### config.mk
export PLATFORM = sky130hd
export DESIGN_NAME = spi_master_tx_engine_flat
export DESIGN_NICKNAME = d
export VERILOG_FILES = /design/src/rtl/spi_pkg.sv /design/src/rtl/spi_master_tx_engine_if.sv /design/src/rtl/spi_sck_gen.sv /design/src/rtl/spi_master_tx_engine.sv /design/src/flat_wrapper.sv
export SDC_FILE = /design/constraint.sdc
export NUM_CORES = 1
export LEC_CHECK = 0
export BUFFER_PORTS_ARGS = -buffer_cell sky130_fd_sc_hd__buf_2
export CAP_MARGIN = 30
export CORE_ASPECT_RATIO = 1.1
export CORE_MARGIN = 8
export CORE_UTILIZATION = 45
export CTS_BUF_LIST = sky130_fd_sc_hd__clkbuf_4 sky130_fd_sc_hd__clkbuf_8
export DETAILED_ROUTE_END_ITERATION = 7
export GPL_TIMING_DRIVEN = 0
export PLACE_DENSITY_LB_ADDON = 0.2
export RECOVER_POWER = 50
export SYNTH_ARGS = -nofsm -noshare
export SYNTH_HDL_FRONTEND = slang
export SYNTH_SLANG_ARGS = --single-unit
### constraint.sdc
create_clock -name clk -period 2.6 [get_ports clk]
set_input_delay 0.13 -clock clk [delete_from_list [all_inputs] [get_ports clk]]
set_output_delay 0.13 -clock clk [all_outputs]
set_load 0.02 [all_outputs]
### src/rtl/spi_pkg.sv
// Shared types and constants for the SPI master transmit engine.
package spi_pkg;

    localparam int SPI_BYTE_W = 8;

    typedef enum logic [2:0] {
        ST_IDLE,
        ST_SETUP,
        ST_POP,
        ST_LOAD,
        ST_SHIFT,
        ST_HOLD
    } spi_tx_state_t;

endpackage

### src/rtl/spi_master_tx_engine_if.sv
// Byte FIFO read port between the FIFO (slave) and the engine (master).
interface spi_master_tx_engine_if;
    import spi_pkg::*;

    logic                  fifo_empty;
    logic                  fifo_rd_en;
    logic [SPI_BYTE_W-1:0] fifo_rd_data;

    modport master (
        output fifo_rd_en,
        input  fifo_empty,
        input  fifo_rd_data
    );

    modport slave (
        input  fifo_rd_en,
        output fifo_empty,
        output fifo_rd_data
    );

endinterface

### src/rtl/spi_sck_gen.sv
// SCK generator: CLK_DIV clk cycles per half-period while run_i is high.
module spi_sck_gen #(
    parameter int CLK_DIV = 4
) (
    input  logic clk,
    input  logic rst_n,
    input  logic run_i,
    output logic sck_o,
    output logic rise_stb_o,
    output logic fall_stb_o
);

    logic [7:0] phase_q, phase_d;
    logic       sck_q, sck_d;
    logic       tc;

    assign tc         = run_i && (phase_q == 8'(CLK_DIV - 1));
    assign rise_stb_o = tc && !sck_q;
    assign fall_stb_o = tc && sck_q;
    assign sck_o      = sck_q;

    always_comb begin
        phase_d = phase_q;
        sck_d   = sck_q;
        if (!run_i) begin
            phase_d = '0;
            sck_d   = 1'b0;
        end else if (tc) begin
            phase_d = '0;
            sck_d   = ~sck_q;
        end else begin
            phase_d = phase_q + 8'd1;
        end
    end

    always_ff @(posedge clk) begin
        if (!rst_n) begin
            phase_q <= '0;
            sck_q   <= 1'b0;
        end else begin
            phase_q <= phase_d;
            sck_q   <= sck_d;
        end
    end

endmodule

### src/rtl/spi_master_tx_engine.sv
// FIFO-draining SPI mode-0 master: pops bytes, shifts them out MSB first
// and assembles the MISO byte received alongside each one.
module spi_master_tx_engine
    import spi_pkg::*;
#(
    parameter int CLK_DIV  = 4,
    parameter int CS_SETUP = 2,
    parameter int CS_HOLD  = 2
) (
    input  logic                   clk,
    input  logic                   rst_n,
    input  logic                   en,
    spi_master_tx_engine_if.master fifo,
    input  logic                   spi_miso,
    output logic                   spi_sck,
    output logic                   spi_mosi,
    output logic                   spi_cs_n,
    output logic [SPI_BYTE_W-1:0]  rx_data,
    output logic                   rx_valid,
    output logic                   busy
);

    spi_tx_state_t         state_q, state_d;
    logic [7:0]            cnt_q, cnt_d;
    logic [2:0]            bit_q, bit_d;
    logic [SPI_BYTE_W-1:0] tx_q, tx_d;
    logic [SPI_BYTE_W-1:0] rxs_q, rxs_d;
    logic [SPI_BYTE_W-1:0] rxd_q, rxd_d;
    logic                  cs_n_q, cs_n_d;
    logic                  rd_en_q, rd_en_d;
    logic                  rxv_q, rxv_d;
    logic                  busy_q, busy_d;
    logic                  run, rise, fall, more;

    assign more = en && !fifo.fifo_empty;
    assign run  = (state_q == ST_SHIFT);

    spi_sck_gen #(
        .CLK_DIV (CLK_DIV)
    ) u_sck (
        .clk        (clk),
        .rst_n      (rst_n),
        .run_i      (run),
        .sck_o      (spi_sck),
        .rise_stb_o (rise),
        .fall_stb_o (fall)
    );

    always_comb begin
        state_d = state_q;
        cnt_d   = cnt_q;
        bit_d   = bit_q;
        tx_d    = tx_q;
        rxs_d   = rxs_q;
        rxd_d   = rxd_q;
        cs_n_d  = cs_n_q;
        rxv_d   = 1'b0;
        unique case (state_q)
            ST_IDLE: begin
                if (more) begin
                    cs_n_d  = 1'b0;
                    cnt_d   = '0;
                    state_d = ST_SETUP;
                end
            end
            ST_SETUP: begin
                if (cnt_q == 8'(CS_SETUP - 1)) begin
                    cnt_d   = '0;
                    state_d = fifo.fifo_empty ? ST_HOLD : ST_POP;
                end else begin
                    cnt_d = cnt_q + 8'd1;
                end
            end
            ST_POP: begin
                state_d = ST_LOAD;
            end
            ST_LOAD: begin
                tx_d    = fifo.fifo_rd_data;
                bit_d   = '0;
                state_d = ST_SHIFT;
            end
            ST_SHIFT: begin
                if (rise) begin
                    rxs_d = {rxs_q[SPI_BYTE_W-2:0], spi_miso};
                end
                // the 8th falling edge ends the byte without a MOSI advance
                if (fall) begin
                    if (bit_q == 3'd7) begin
                        rxd_d   = rxs_q;
                        rxv_d   = 1'b1;
                        cnt_d   = '0;
                        state_d = more ? ST_POP : ST_HOLD;
                    end else begin
                        bit_d = bit_q + 3'd1;
                        tx_d  = {tx_q[SPI_BYTE_W-2:0], 1'b0};
                    end
                end
            end
            ST_HOLD: begin
                if (cnt_q == 8'(CS_HOLD - 1)) begin
                    cnt_d   = '0;
                    cs_n_d  = 1'b1;
                    tx_d    = '0;
                    state_d = ST_IDLE;
                end else begin
                    cnt_d = cnt_q + 8'd1;
                end
            end
            default: begin
                state_d = ST_IDLE;
            end
        endcase
        rd_en_d = (state_d == ST_POP);
        busy_d  = (state_d != ST_IDLE);
    end

    always_ff @(posedge clk) begin
        if (!rst_n) begin
            state_q <= ST_IDLE;
            cnt_q   <= '0;
            bit_q   <= '0;
            tx_q    <= '0;
            rxs_q   <= '0;
            rxd_q   <= '0;
            cs_n_q  <= 1'b1;
            rd_en_q <= 1'b0;
            rxv_q   <= 1'b0;
            busy_q  <= 1'b0;
        end else begin
            state_q <= state_d;
            cnt_q   <= cnt_d;
            bit_q   <= bit_d;
            tx_q    <= tx_d;
            rxs_q   <= rxs_d;
            rxd_q   <= rxd_d;
            cs_n_q  <= cs_n_d;
            rd_en_q <= rd_en_d;
            rxv_q   <= rxv_d;
            busy_q  <= busy_d;
        end
    end

    assign spi_mosi        = tx_q[SPI_BYTE_W-1];
    assign spi_cs_n        = cs_n_q;
    assign fifo.fifo_rd_en = rd_en_q;
    assign rx_data         = rxd_q;
    assign rx_valid        = rxv_q;
    assign busy            = busy_q;

endmodule

### src/flat_wrapper.sv
// flat-port wrapper written by rule: the top's interface ports become plain ports
module spi_master_tx_engine_flat import spi_pkg::*;
#(
    parameter int CLK_DIV  = 4,
    parameter int CS_SETUP = 2,
    parameter int CS_HOLD  = 2
)
  (clk, rst_n, en, spi_miso, spi_sck, spi_mosi, spi_cs_n, rx_data, rx_valid, busy, fifo_fifo_rd_en, fifo_fifo_empty, fifo_fifo_rd_data);
  spi_master_tx_engine_if fifo_i ();
  input  logic clk;
  input  logic rst_n;
  input  logic en;
  input  logic spi_miso;
  output logic spi_sck;
  output logic spi_mosi;
  output logic spi_cs_n;
  output logic [SPI_BYTE_W-1:0] rx_data;
  output logic rx_valid;
  output logic busy;
  output wire logic [$bits(fifo_i.fifo_rd_en)-1:0] fifo_fifo_rd_en;
  input wire logic [$bits(fifo_i.fifo_empty)-1:0] fifo_fifo_empty;
  input wire logic [$bits(fifo_i.fifo_rd_data)-1:0] fifo_fifo_rd_data;
  assign fifo_fifo_rd_en = fifo_i.fifo_rd_en;
  assign fifo_i.fifo_empty = fifo_fifo_empty;
  assign fifo_i.fifo_rd_data = fifo_fifo_rd_data;
  spi_master_tx_engine #(.CLK_DIV(CLK_DIV), .CS_SETUP(CS_SETUP), .CS_HOLD(CS_HOLD)) u_core (.clk(clk), .rst_n(rst_n), .en(en), .fifo(fifo_i), .spi_miso(spi_miso), .spi_sck(spi_sck), .spi_mosi(spi_mosi), .spi_cs_n(spi_cs_n), .rx_data(rx_data), .rx_valid(rx_valid), .busy(busy));
endmodule
==> reports/summary.txt, run 1 <==
Status = complete, no violations
RSZ-0062 raised after global routing = false
Post-CTS resize count = 0
IO buf count = 25
Clock sink total = 51
CTS tree = built
Drc violations = 0
Row count = 27
Filler Cell Count = 485
Slew HR = 52.0%
CTS clk-pin slew, worst paths = 0.09 ns
RePlAce Congestion = 0.761
# hold bufs at CTS = 0
First-pass GRT wire length = 8.50 mm
Setup Buffers After CTS = 0
Post-synthesis area per instance = 8.71 sq um
Gr usage total = 13.3%
Seq/Total Area, Yosys = 45.8%
CP Capture Type = flop
Largest net degree at the start of global routing = 16
CTS root buffer = clkbuf_8
Worst-margin pin slew = 0.714 ns
Clock buffer depth = 2
Pwr Density = 552 mW/mm^2
Minimum clock period = 2.23 ns
Final Hold Vio Count = 0
Via count normalized by instance count = 5.40
Final setup TNS = 0 ns
Vias in the first global route = 1945
# nets final = 306
Initial core utilization = 45.5%
Max Slew Vio Count = 0
Drt total wl = 4.80 mm
Layout area overhead = 12.1%
Leak = 0.875 nW
Initial antenna violation count = 0
Post-route clock skew = 0.00786 ns
Net Count, Synth = 274
Iter 0 DRT Violations = 94
Distinct cell type count after synthesis = 39
Placed Cells = 339
Max Freq = 0.447 GHz
DRT antenna net count = 0
Chip width = 83.1 microns
Synth Warn # = 0
Area taken by multi-input logic gates = 0.00115 sq mm
Max cap viols = 0
CP Launch Type = flop
Final Cycle Share = 86.0%
Synth Instances = 256
Setup-failing EPs final = 0
R2r setup slk = 0.37 ns
Final HPWL DP = 3.44 mm
Hold/Removal Path Class = primary input to flop
Routed wire per std cell = 13.8 microns
Antenna fix cells = 0
Number of iterations in the first detailed-routing pass = 4
Share of cells above drive strength 1 = 10.4%
# IOs = 27
Via count = 1874
Crit path DAT = 2.46 ns
VDD IR max = 0.349 mV
Clock Latency Late Sink = 0.31 ns
Mapped Area = 0.00223 sq mm
CTS Buf Count = 5
Die Span Y = 89.8 microns
WP data required = 2.82 ns
Die Footprint = 0.00747 sq mm
H-tree depth = 2
Reg area = 0.00102 sq mm
CP Max Fanout = 10
Synthesized flop and latch total = 51
Final Non-Filler Cells = 347
Core box area = 0.00490 sq mm
Critical path type = flop to flop
Gr ovfl total = 0
## flip-flops by register name, summed over array words and instances (netlist names), 3 cells and up
signal                cells
u_core.state_q            3
u_core.rxs_q              8
u_core.rx_data            8
u_core.cnt_q              8
u_core.tx_q               8
u_core.u_sck.phase_q      8
u_core.bit_q              3
## critical path, cell delays in order (launching register included)
cell and delay [ns]:
dfxtp_1 0.40, ha_1 0.19, nor4b_2 0.38, a21oi_2 0.22
o31ai_4 0.47, buf_4 0.25, nor2_1 0.05, a211oi_1 0.20
## placed cells by master (no fill, tap or decap), types with 5 or more instances in the layout
cell,count
mux2i_1,8
o21ai_0,9
a22oi_1,7
buf_2,11
a211oi_1,8
and3_1,6
nor2_1,39
nand2_1,28
dfxtp_1,51
xnor2_1,5
a21oi_1,21
inv_1,6
ha_1,5
nand3_1,10
nand4_1,6
clkbuf_1,23
clkbuf_8,5
## cell families (layout without fill, tap and decap cells)
kind of cell	after synthesis	count (layout)	share of synthesized area, %
buffers and inverters	16	49	2.86
AND/OR/NAND/NOR	114	114	26.3
multiplexers	9	9	4.09
flip-flops	51	51	45.8
adder cells (fa/ha/maj)	5	5	2.80
XOR/XNOR	7	7	2.75
AO/OA/AOI/OAI	54	54	15.4
## cell usage after synthesis, drive strengths merged
master   n  area share, %
a211oi   8            2.7
a21o     1           0.34
a21oi   22            5.1
a22oi    7            2.4
a31o     1           0.39
a31oi    2           0.56
and2     2           0.56
and3     6            1.7
and4     1           0.39
buf      1           0.34
clkbuf   9            1.5
dfxtp   51             46
ha       5            2.8
inv      6            1.0
mux2     1           0.50
mux2i    8            3.6
nand2   29            5.0
nand2b   4            1.1
nand3   10            2.2
nand3b   4            1.3
nand4    6            1.7
nor2    39            6.6
nor2b    2           0.56
nor3     4            1.1
nor3b    2           0.90
nor4     2            1.9
nor4b    1           0.67
o21a     1           0.34
o21ai    9            2.0
o22ai    1           0.28
o311ai   1           0.39
o31ai    1           0.95
or3      2           0.56
xnor2    5            2.0
xor2     2           0.79
## per-stage QoR
step                instance area [sq um]  util (%)  hold slack (ns)  setup slack (ns)  power [mW]
finish                               2500      51.0           0.0600             0.365        1.38
global route                         2500      51.0           0.0645            0.0466        1.44
CTS                                  2520      51.4           0.0592             0.349        1.40
detailed placement                   2430      49.6            0.386             0.357       0.937
global placement                     2430      49.6            0.371             0.355       0.937
floorplan                            2230         -            0.273             0.659       0.901
## path summary, 6_finish.rpt
kind                                start                 endpoint  cells after the start
setup / recovery          u_core.cnt_q[0]           u_core.tx_q[6]                      7
hold / removal                   spi_miso          u_core.rxs_q[0]                      3
setup reg to reg          u_core.cnt_q[0]           u_core.tx_q[6]                      7
hold reg to reg   u_core.u_sck.phase_q[0]  u_core.u_sck.phase_q[0]                      1
## power by group
group | total (mW) | switching [mW] | internal, mW
Sequential | 0.799 | 0.00754 | 0.791
Clock | 0.461 | 0.262 | 0.199
Combinational | 0.120 | 0.0785 | 0.0412
## per-layer routing
layer	GRT usage (%)	wire (microns)
met1	14.9	2190
met2	22.8	2350
met3	3.88	190
met4	5.43	76
met5	0	0
## cell type report
| cell class | count | share of cell area (%) |
|---|---|---|
| multi-input cells | 189 | 45.8 |
| flip-flops and latches | 51 | 40.8 |
| repair buffers | 25 | 4.30 |
| clock buffers | 6 | 3.05 |
| well taps | 58 | 2.90 |
| plain buffers | 10 | 1.65 |
| inverters | 6 | 0.901 |
| clock inverters | 2 | 0.501 |
(Power assumes the default switching activity.)
==> run 2, diff against run 1 <==
--- a/config.mk
+++ b/config.mk
@@ -7,14 +7,18 @@
 export LEC_CHECK = 0
 export BUFFER_PORTS_ARGS = -buffer_cell sky130_fd_sc_hd__buf_2
 export CAP_MARGIN = 30
+export CELL_PAD_IN_SITES_DETAIL_PLACEMENT = 1
+export CELL_PAD_IN_SITES_GLOBAL_PLACEMENT = 1
 export CORE_ASPECT_RATIO = 1.1
 export CORE_MARGIN = 8
 export CORE_UTILIZATION = 45
 export CTS_BUF_LIST = sky130_fd_sc_hd__clkbuf_4 sky130_fd_sc_hd__clkbuf_8
 export DETAILED_ROUTE_END_ITERATION = 7
 export GPL_TIMING_DRIVEN = 0
+export MAX_ROUTING_LAYER = met4
 export PLACE_DENSITY_LB_ADDON = 0.2
 export RECOVER_POWER = 50
+export SLEW_MARGIN = 30
 export SYNTH_ARGS = -nofsm -noshare
 export SYNTH_HDL_FRONTEND = slang
 export SYNTH_SLANG_ARGS = --single-unit
==> run 2 against run 1 <==
First-iteration DRC count increased by 63%. Routed wire length increased by 12%. Sequential share of layout area decreased by 0.38 points.
==> reports/summary.txt, run 2 (synthesized netlist as in run 1, its figures left out) <==
Status = complete, no violations
Max Slew Vio Count = 0
Iter 0 DRT Violations = 153
DRT antenna net count = 0
Post-route clock skew = 0.00907 ns
Clock buffer depth = 2
RSZ-0062 raised after global routing = false
First-pass GRT wire length = 9.58 mm
CP Capture Type = flop
Initial core utilization = 45.5%
Final HPWL DP = 3.97 mm
Die Span Y = 89.8 microns
Via count = 1897
Drc violations = 0
VDD IR max = 0.276 mV
CP Max Fanout = 8
Die Footprint = 0.00747 sq mm
Setup-failing EPs final = 0
H-tree depth = 2
Number of iterations in the first detailed-routing pass = 4
Leak = 0.889 nW
Initial antenna violation count = 0
Hold/Removal Path Class = primary input to flop
CTS Buf Count = 5
WP data required = 2.78 ns
Largest net degree at the start of global routing = 17
Gr usage total = 15.4%
Routed wire per std cell = 15.5 microns
Core box area = 0.00490 sq mm
# IOs = 27
Final Hold Vio Count = 0
Final Cycle Share = 88.3%
Most frequent cells in the layout = dfxtp_1, nor2_1, nand2_1
Gr ovfl total = 0
Share of cells above drive strength 1 = 10.4%
Critical path type = flop to flop
Worst-margin pin slew = 0.703 ns
# hold bufs at CTS = 0
Slew HR = 52.8%
Crit path DAT = 2.47 ns
CTS tree = built
Clock sink total = 51
Vias in the first global route = 2039
Minimum clock period = 2.30 ns
IO buf count = 25
# nets final = 306
CTS clk-pin slew, worst paths = 0.10 ns
Final setup TNS = 0 ns
Max cap viols = 0
Drt total wl = 5.39 mm
CTS root buffer = clkbuf_8
Clock Latency Late Sink = 0.30 ns
Antenna fix cells = 0
Final setup margin = 0.304 ns
CP Launch Type = flop
Setup Buffers After CTS = 0
Via count normalized by instance count = 5.47
RePlAce Congestion = 0.798
Row count = 27
Layout area overhead = 13.1%
Post-CTS resize count = 0
Pre-CTS WS = 0.317 ns
Chip width = 83.1 microns
Pwr Density = 584 mW/mm^2
Max Freq = 0.436 GHz
Most common cell after layout, fill and taps aside = dfxtp_1
## run 2: changes by cell type in the layout (fill, tap and decap cells not counted), sizes merged
cell	previous run	this run
bufinv	0	1
clkbuf	29	28
clkinv	1	2
clkinvlp	1	0
## run 2: worst max-delay path, cell delays in order (launching register included)
cell	delay, ns
dfxtp_1	0.38
ha_1	0.22
nor3b_2	0.45
nand2_2	0.17
nor4_4	0.64
mux2i_1	0.26
nor2_1	0.05
## run 2: area by class of cell
class	count	area (sq um)
flip-flops and latches	51	1020
inverters	6	22.5
well taps	58	72.6
repair buffers	25	108
clock buffers	5	68.8
plain buffers	10	41.3
fillers	601	2370
clock inverters	3	43.8
multi-input cells	189	1150
## run 2: worst paths after layout
| check | depth (start not counted) | slack, ns | to | start |
|---|---|---|---|---|
| setup / recovery | 6 | 0.30 | u_core.rxs_q[6] | u_core.u_sck.phase_q[0] |
| hold / removal | 3 | 0.07 | u_core.rxs_q[0] | spi_miso |
| setup reg to reg | 6 | 0.30 | u_core.rxs_q[6] | u_core.u_sck.phase_q[0] |
| hold reg to reg | 2 | 0.46 | u_core.rx_data[0] | u_core.rx_data[0] |
## run 2: report_power, final
| group | switching (mW) | total, mW | internal [mW] |
|---|---|---|---|
| registers | 0.00819 | 0.800 | 0.791 |
| logic | 0.0802 | 0.121 | 0.0410 |
| clock network | 0.266 | 0.553 | 0.287 |
| total | 0.354 | 1.47 | 1.12 |
## run 2: stage by stage
stage               area, sq um  hold WS [ns]  power (mW)  instances  util [%]
floorplan                  2230         0.273       0.901        256         -
global placement           2430         0.371       0.938        339      49.6
detailed placement         2430         0.380       0.940        339      49.6
CTS                        2540        0.0573        1.49        347      51.9
global route               2520        0.0715        1.53        347      51.5
finish                     2520        0.0668        1.47        347      51.5
## run 2: layer usage
metal | vias to the layer above | global-route usage (%) | part of all wire [%]
met5 | - | - | 0
met1 | 907 | 17.5 | 46
met4 | 0 | 4.40 | 1.1
met3 | 6 | 3.25 | 2.6
met2 | 21 | 26.3 | 50
li1 | 963 | - | -
